[src/rtl/wb_master_arbiter_rr.sv]
`default_nettype none
// ============================================================================
// Module   : wb_master_arbiter_rr
// Purpose  : Round-robin arbiter that shares one Wishbone slave bus between
//            NUM_MASTERS Wishbone masters. A grant is held for the whole
//            m_cyc_i transaction. After the transaction there is one dead
//            cycle, and then the next master is chosen in round-robin order.
// Ports    : wb_clk_i/wb_rst_i         - clock, synchronous active-high reset
//            m_cyc/stb/we/adr/dat/sel  - packed master requests
//            m_dat_o/m_ack_o/m_err_o   - read data broadcast; ack and err go
//                                        to the granted master only
//            s_*                       - the shared slave bus
//            grant_o                   - one-hot grant, for status and debug
// Option   : WB_ARB_TIMEOUT_EN - a watchdog that ends a strobe left
//            unanswered for TIMEOUT cycles with a one-cycle err
// Revision : 1.0 - initial release
// ============================================================================
module wb_master_arbiter_rr #(
  parameter int NUM_MASTERS = 2,
  parameter int ADDR_W      = 32,
  parameter int DATA_W      = 32,
  parameter int TIMEOUT     = 255
) (
  input  logic                            wb_clk_i,
  input  logic                            wb_rst_i,
  input  logic [NUM_MASTERS-1:0]          m_cyc_i,
  input  logic [NUM_MASTERS-1:0]          m_stb_i,
  input  logic [NUM_MASTERS-1:0]          m_we_i,
  input  logic [NUM_MASTERS*ADDR_W-1:0]   m_adr_i,
  input  logic [NUM_MASTERS*DATA_W-1:0]   m_dat_i,
  input  logic [NUM_MASTERS*DATA_W/8-1:0] m_sel_i,
  output logic [DATA_W-1:0]               m_dat_o,
  output logic [NUM_MASTERS-1:0]          m_ack_o,
  output logic [NUM_MASTERS-1:0]          m_err_o,
  output logic                            s_cyc_o,
  output logic                            s_stb_o,
  output logic                            s_we_o,
  output logic [ADDR_W-1:0]               s_adr_o,
  output logic [DATA_W-1:0]               s_dat_o,
  output logic [DATA_W/8-1:0]             s_sel_o,
  input  logic [DATA_W-1:0]               s_dat_i,
  input  logic                            s_ack_i,
  input  logic                            s_err_i,
  output logic [NUM_MASTERS-1:0]          grant_o
);

  localparam int SEL_W = DATA_W / 8;
  localparam int LW    = (NUM_MASTERS > 1) ? $clog2(NUM_MASTERS) : 1;

  typedef enum logic [0:0] {
    IDLE = 1'b0,
    BUSY = 1'b1
  } state_t;

  state_t                 state, state_nxt;
  logic [NUM_MASTERS-1:0] grant, grant_nxt;
  logic [LW-1:0]          last, last_nxt;

  // Bus fields of the granted master, taken before the optional watchdog gating
  logic                   sel_cyc, sel_stb, sel_we;
  logic [ADDR_W-1:0]      sel_adr;
  logic [DATA_W-1:0]      sel_dat;
  logic [SEL_W-1:0]       sel_sel;
  logic                   ack_beat, err_beat;

  // Request vector copied twice, so that a right shift by last+1 puts the
  // requesters into round-robin search order starting at bit 0
  logic [2*NUM_MASTERS-1:0] req_rot;
  logic                     found;
  int                       pick;

  always_ff @(posedge wb_clk_i) begin
    if (wb_rst_i) begin
      state <= IDLE;
      grant <= '0;
      last  <= LW'(NUM_MASTERS - 1);
    end else begin
      state <= state_nxt;
      grant <= grant_nxt;
      last  <= last_nxt;
    end
  end

  always_comb begin
    state_nxt = state;
    grant_nxt = grant;
    last_nxt  = last;
    req_rot   = {m_cyc_i, m_cyc_i} >> (int'(last) + 1);
    found     = 1'b0;
    pick      = 0;
    for (int j = 0; j < NUM_MASTERS; j++) begin
      if (!found && req_rot[j]) begin
        found = 1'b1;
        pick  = j;
      end
    end
    case (state)
      IDLE: begin
        if (found) begin
          state_nxt = BUSY;
          last_nxt  = LW'((int'(last) + 1 + pick) % NUM_MASTERS);
          grant_nxt = NUM_MASTERS'(1) << last_nxt;
        end
      end
      BUSY: begin
        // The granted master ended its cycle; release the bus for one dead cycle
        if ((m_cyc_i & grant) == '0) begin
          state_nxt = IDLE;
          grant_nxt = '0;
        end
      end
      default: begin
        state_nxt = IDLE;
        grant_nxt = '0;
      end
    endcase
  end

  // One-hot AND-OR mux. With no grant, every field stays 0.
  always_comb begin
    sel_cyc = 1'b0;
    sel_stb = 1'b0;
    sel_we  = 1'b0;
    sel_adr = '0;
    sel_dat = '0;
    sel_sel = '0;
    for (int k = 0; k < NUM_MASTERS; k++) begin
      if (grant[k]) begin
        sel_cyc = m_cyc_i[k];
        sel_stb = m_stb_i[k];
        sel_we  = m_we_i[k];
        sel_adr = m_adr_i[k*ADDR_W +: ADDR_W];
        sel_dat = m_dat_i[k*DATA_W +: DATA_W];
        sel_sel = m_sel_i[k*SEL_W +: SEL_W];
      end
    end
  end

`ifdef WB_ARB_TIMEOUT_EN
  localparam int CW = (TIMEOUT > 0) ? $clog2(TIMEOUT + 1) : 1;

  logic [CW-1:0] wd_cnt;
  logic          wd_hit;

  // When the limit is reached, the beat is ended: stb is withdrawn, the
  // master receives err, and a late slave ack in the same cycle is dropped.
  assign wd_hit   = sel_stb && (wd_cnt == CW'(TIMEOUT));
  assign s_stb_o  = sel_stb & ~wd_hit;
  assign ack_beat = s_ack_i & ~wd_hit;
  assign err_beat = s_err_i | wd_hit;

  always_ff @(posedge wb_clk_i) begin
    if (wb_rst_i || !s_stb_o || s_ack_i || s_err_i) begin
      wd_cnt <= '0;
    end else begin
      wd_cnt <= wd_cnt + 1'b1;
    end
  end
`else
  logic unused_timeout;

  assign unused_timeout = (TIMEOUT != 0);
  assign s_stb_o        = sel_stb;
  assign ack_beat       = s_ack_i;
  assign err_beat       = s_err_i;
`endif

  assign s_cyc_o = sel_cyc;
  assign s_we_o  = sel_we;
  assign s_adr_o = sel_adr;
  assign s_dat_o = sel_dat;
  assign s_sel_o = sel_sel;
  assign m_dat_o = s_dat_i;
  assign m_ack_o = grant & {NUM_MASTERS{ack_beat}};
  assign m_err_o = grant & {NUM_MASTERS{err_beat}};
  assign grant_o = grant;

endmodule
`default_nettype wire

[config.mk]
export PLATFORM = sky130hd
export DESIGN_NAME = wb_master_arbiter_rr
export DESIGN_NICKNAME = d
export VERILOG_FILES = /design/src/rtl/wb_master_arbiter_rr.sv
export SDC_FILE = /design/constraint.sdc
export NUM_CORES = 1
export LEC_CHECK = 0
export BUFFER_PORTS_ARGS = -buffer_cell sky130_fd_sc_hd__buf_2
export CORE_AREA = 3 3 110 112
export DETAILED_ROUTE_END_ITERATION = 10
export DIE_AREA = 0 0 113 115
export SLEW_MARGIN = 15
export SYNTH_ARGS = -nofsm -noshare
export SYNTH_HDL_FRONTEND = slang
export SYNTH_SLANG_ARGS = --single-unit
[constraint.sdc]
create_clock -name wb_clk_i -period 2.55 [get_ports wb_clk_i]
set_clock_uncertainty 0.15 [all_clocks]
set_input_delay 0.1275 -clock wb_clk_i [delete_from_list [all_inputs] [get_ports wb_clk_i]]
set_output_delay 0.1275 -clock wb_clk_i [all_outputs]
set_load 0.03 [all_outputs]
==> out/qor.yml <==
status: "completed"
cellLeakagePower_nw: 1.395
worst_path_largest_cell_delay_ns: 0.42
ys_seq_area_share_pct: 5.976
cpMaxStageDelayCell: "dfxtp_1"
synth.top_cells.by_count: "a22o_2, buf_4, buf_8, a22o_1"
num_io_pins: 287
worstSetupStartpointType: "register"
hp-class: "input pin to register"
synthCells: 148
synth_edf_count: 0
setup_tns_ns: 0
setup_viol: 0
fill_cells: 1273
finalHoldViolations: 0
fmax_ghz: 0.5331
stdcell_count: 472
clockBufferDepth: 2
vias: 1917
clk_latency_ns: 0.22
synth_ff_type: "dfxtp_1"
period_minus_slack_ns: 1.876
grt_pass1_vias: 1777
worst-path-max-fanout: 34
async_flop_share_pct: 0
syn_nets: 326
cts.sinks: 4
yosysMostFrequentCell: "a22o_2"
tritoncts: "built"
syn_area_mm2: 0.001340
critPathTopFamily: "buffers and inverters"
yosysTopAreaCellShare_pct: 47.81
avgViaCountPerCell: 4.061
die_area_mm2: 0.01300
drc: 0
end_kind: "output pin"
drt-initial-drc-count: 27
drv_slew: 0
port-buffer-count: 222
std_cell_rows: 39
grt.total_usage_pct: 7.101
fp.dieH_um: 115
initial_core_util_pct: 11.84
area_growth_pct: 74.04
tightest_slew_ns: 0.4265
cts-resized-gates: 0
period_share_pct: 73.56
crit_type: "register to output pin"
path_clk_slew_ns: 0.03
coreArea_mm2: 0.01132
htree_levels: 1
drive_above_1_share_pct: 90.27
yosys-top-cells-area: "a22o_2, buf_4, buf_8"
worst_ep_arrival_time_ns: 1.60
power.density_mw_per_mm2: 386.9
path_cells: "nor2b_4 -> buf_4 -> a22o_2 -> buf_2"
yosys.area.top_type: "a22o_2"
nNetsFinal: 509
maxCapViolCount: 0
path_buf_inv: 2
drt_pass1_iterations: 4
relSlewSlack_pct: 71.57
max-vdd-ir-drop_uv: 303.4
die_w_um: 113
cts-root-buf: "clkbuf_16"
routed_wl_um: 5703
grt_pass1_wl_um: 7907
dpl.cell_count: 468
grt_max_degree: 46
yosysWarnings: 0
cp.required_ns: 2.27
antenna_found_initial: 0
rsz0062_at_grt: "no"
ant_nets: 0
dp_hpwl_um: 4853
synthDistinctLibCells: 23
globalplace.congestion: 0.6953
syn_avg_cell_area_um2: 9.054
grt-ovfl-total: 0
wl_per_cell_um: 12.08
numCtsBuffers: 3
ys_ff_latch: 4
diodes: 0
worst register-to-register path: cells and delay by family (launching register included):
| kind | cells | cell delay [ns] |
|---|---|---|
| DFF | 1 | 0.35 |
| and+or+nand+nor | 1 | 0.24 |
| buffers and inverters | 1 | 0.38 |
| AOI/OAI and AO/OA | 2 | 0.23 |
final cells by class:
class                           instances  area [um^2]  share of cell area, %
Tap cell                              143        178.9                  7.672
Inverter                                1        3.754                 0.1609
Clock buffer                            3        75.07                  3.219
Multi-Input combinational cell         94        842.1                  36.11
Sequential cell                         4        81.33                  3.487
Timing Repair Buffer                  227         1151                  49.36
state kept, by name (all words and copies together), names as in the netlist:
signal,count
grant_o,2
last,1
state,1
metal layers:
layer	wire (um)	track usage (%)
met3	631	1.737
met1	2005	7.651
met5	0	0
met2	3038	13.86
met4	27	1.683
kinds of logic (layout without fill, tap and decap cells):
logic type	after synthesis	count (layout)	synth area share, %
simple gates	13	13	6.161
buf+inv	50	231	31.19
compound gates	81	81	56.68
flops	4	4	5.976
power breakdown:
part	internal [mW]	leakage (nW)	switching, mW
sequential	0.0686	0.0336	0.00681
combinational	0.236	1.32	0.347
clock	0.200	0.0370	0.0433
path summary, 6_finish.rpt:
kind	from	end	slack, ns	depth (start not counted)
setup / recovery	grant_o[0]	s_stb_o	0.67	4
hold / removal	m_cyc_i[1]	state	0.09	3
setup reg to reg	grant_o[1]	grant_o[1]	1.13	4
hold reg to reg	last	last	0.36	1
cell usage in the layout, fill, tap and decap left out:
cell           count
buf_2            222
dfxtp_1            3
nand2_1            4
nor3b_1            2
clkbuf_16          3
o21a_1             1
a211o_1            1
a31oi_1            2
dfxtp_2            1
a21oi_1            2
nand4_1            1
nor2b_4            1
a22o_1             6
nand3_1            1
o21ai_0            4
a211oi_1           1
buf_4              4
inv_1              1
dlygate4sd3_1      1
and2_2             2
and2_1             2
a22o_2            64
through the flow:
stage / total power [mW] / instance area, um^2 / utilization (%) / hold slack [ns] / setup slack [ns]
after global routing: 0.9547 / 2332 / 20.60 / 0.1050 / 0.5533
final: 0.9023 / 2332 / 20.60 / 0.08793 / 0.6742
after global placement: 0.6505 / 2247 / 19.85 / 0.1052 / 0.9616
after detailed placement: 0.6600 / 2247 / 19.85 / 0.1052 / 0.9000
after CTS: 0.9103 / 2332 / 20.60 / 0.08562 / 0.6644
after floorplan: 0.5655 / 1340 / - / 0.04657 / 0.6964
what timing repair did:
| item | CTS | global route |
|---|---|---|
| endpoints found under the hold margin | 4 | 0 |
| buffers inserted | 0 | 0 |
| hold buffers | 1 | 0 |
Power figures use the tool's default switching activity.
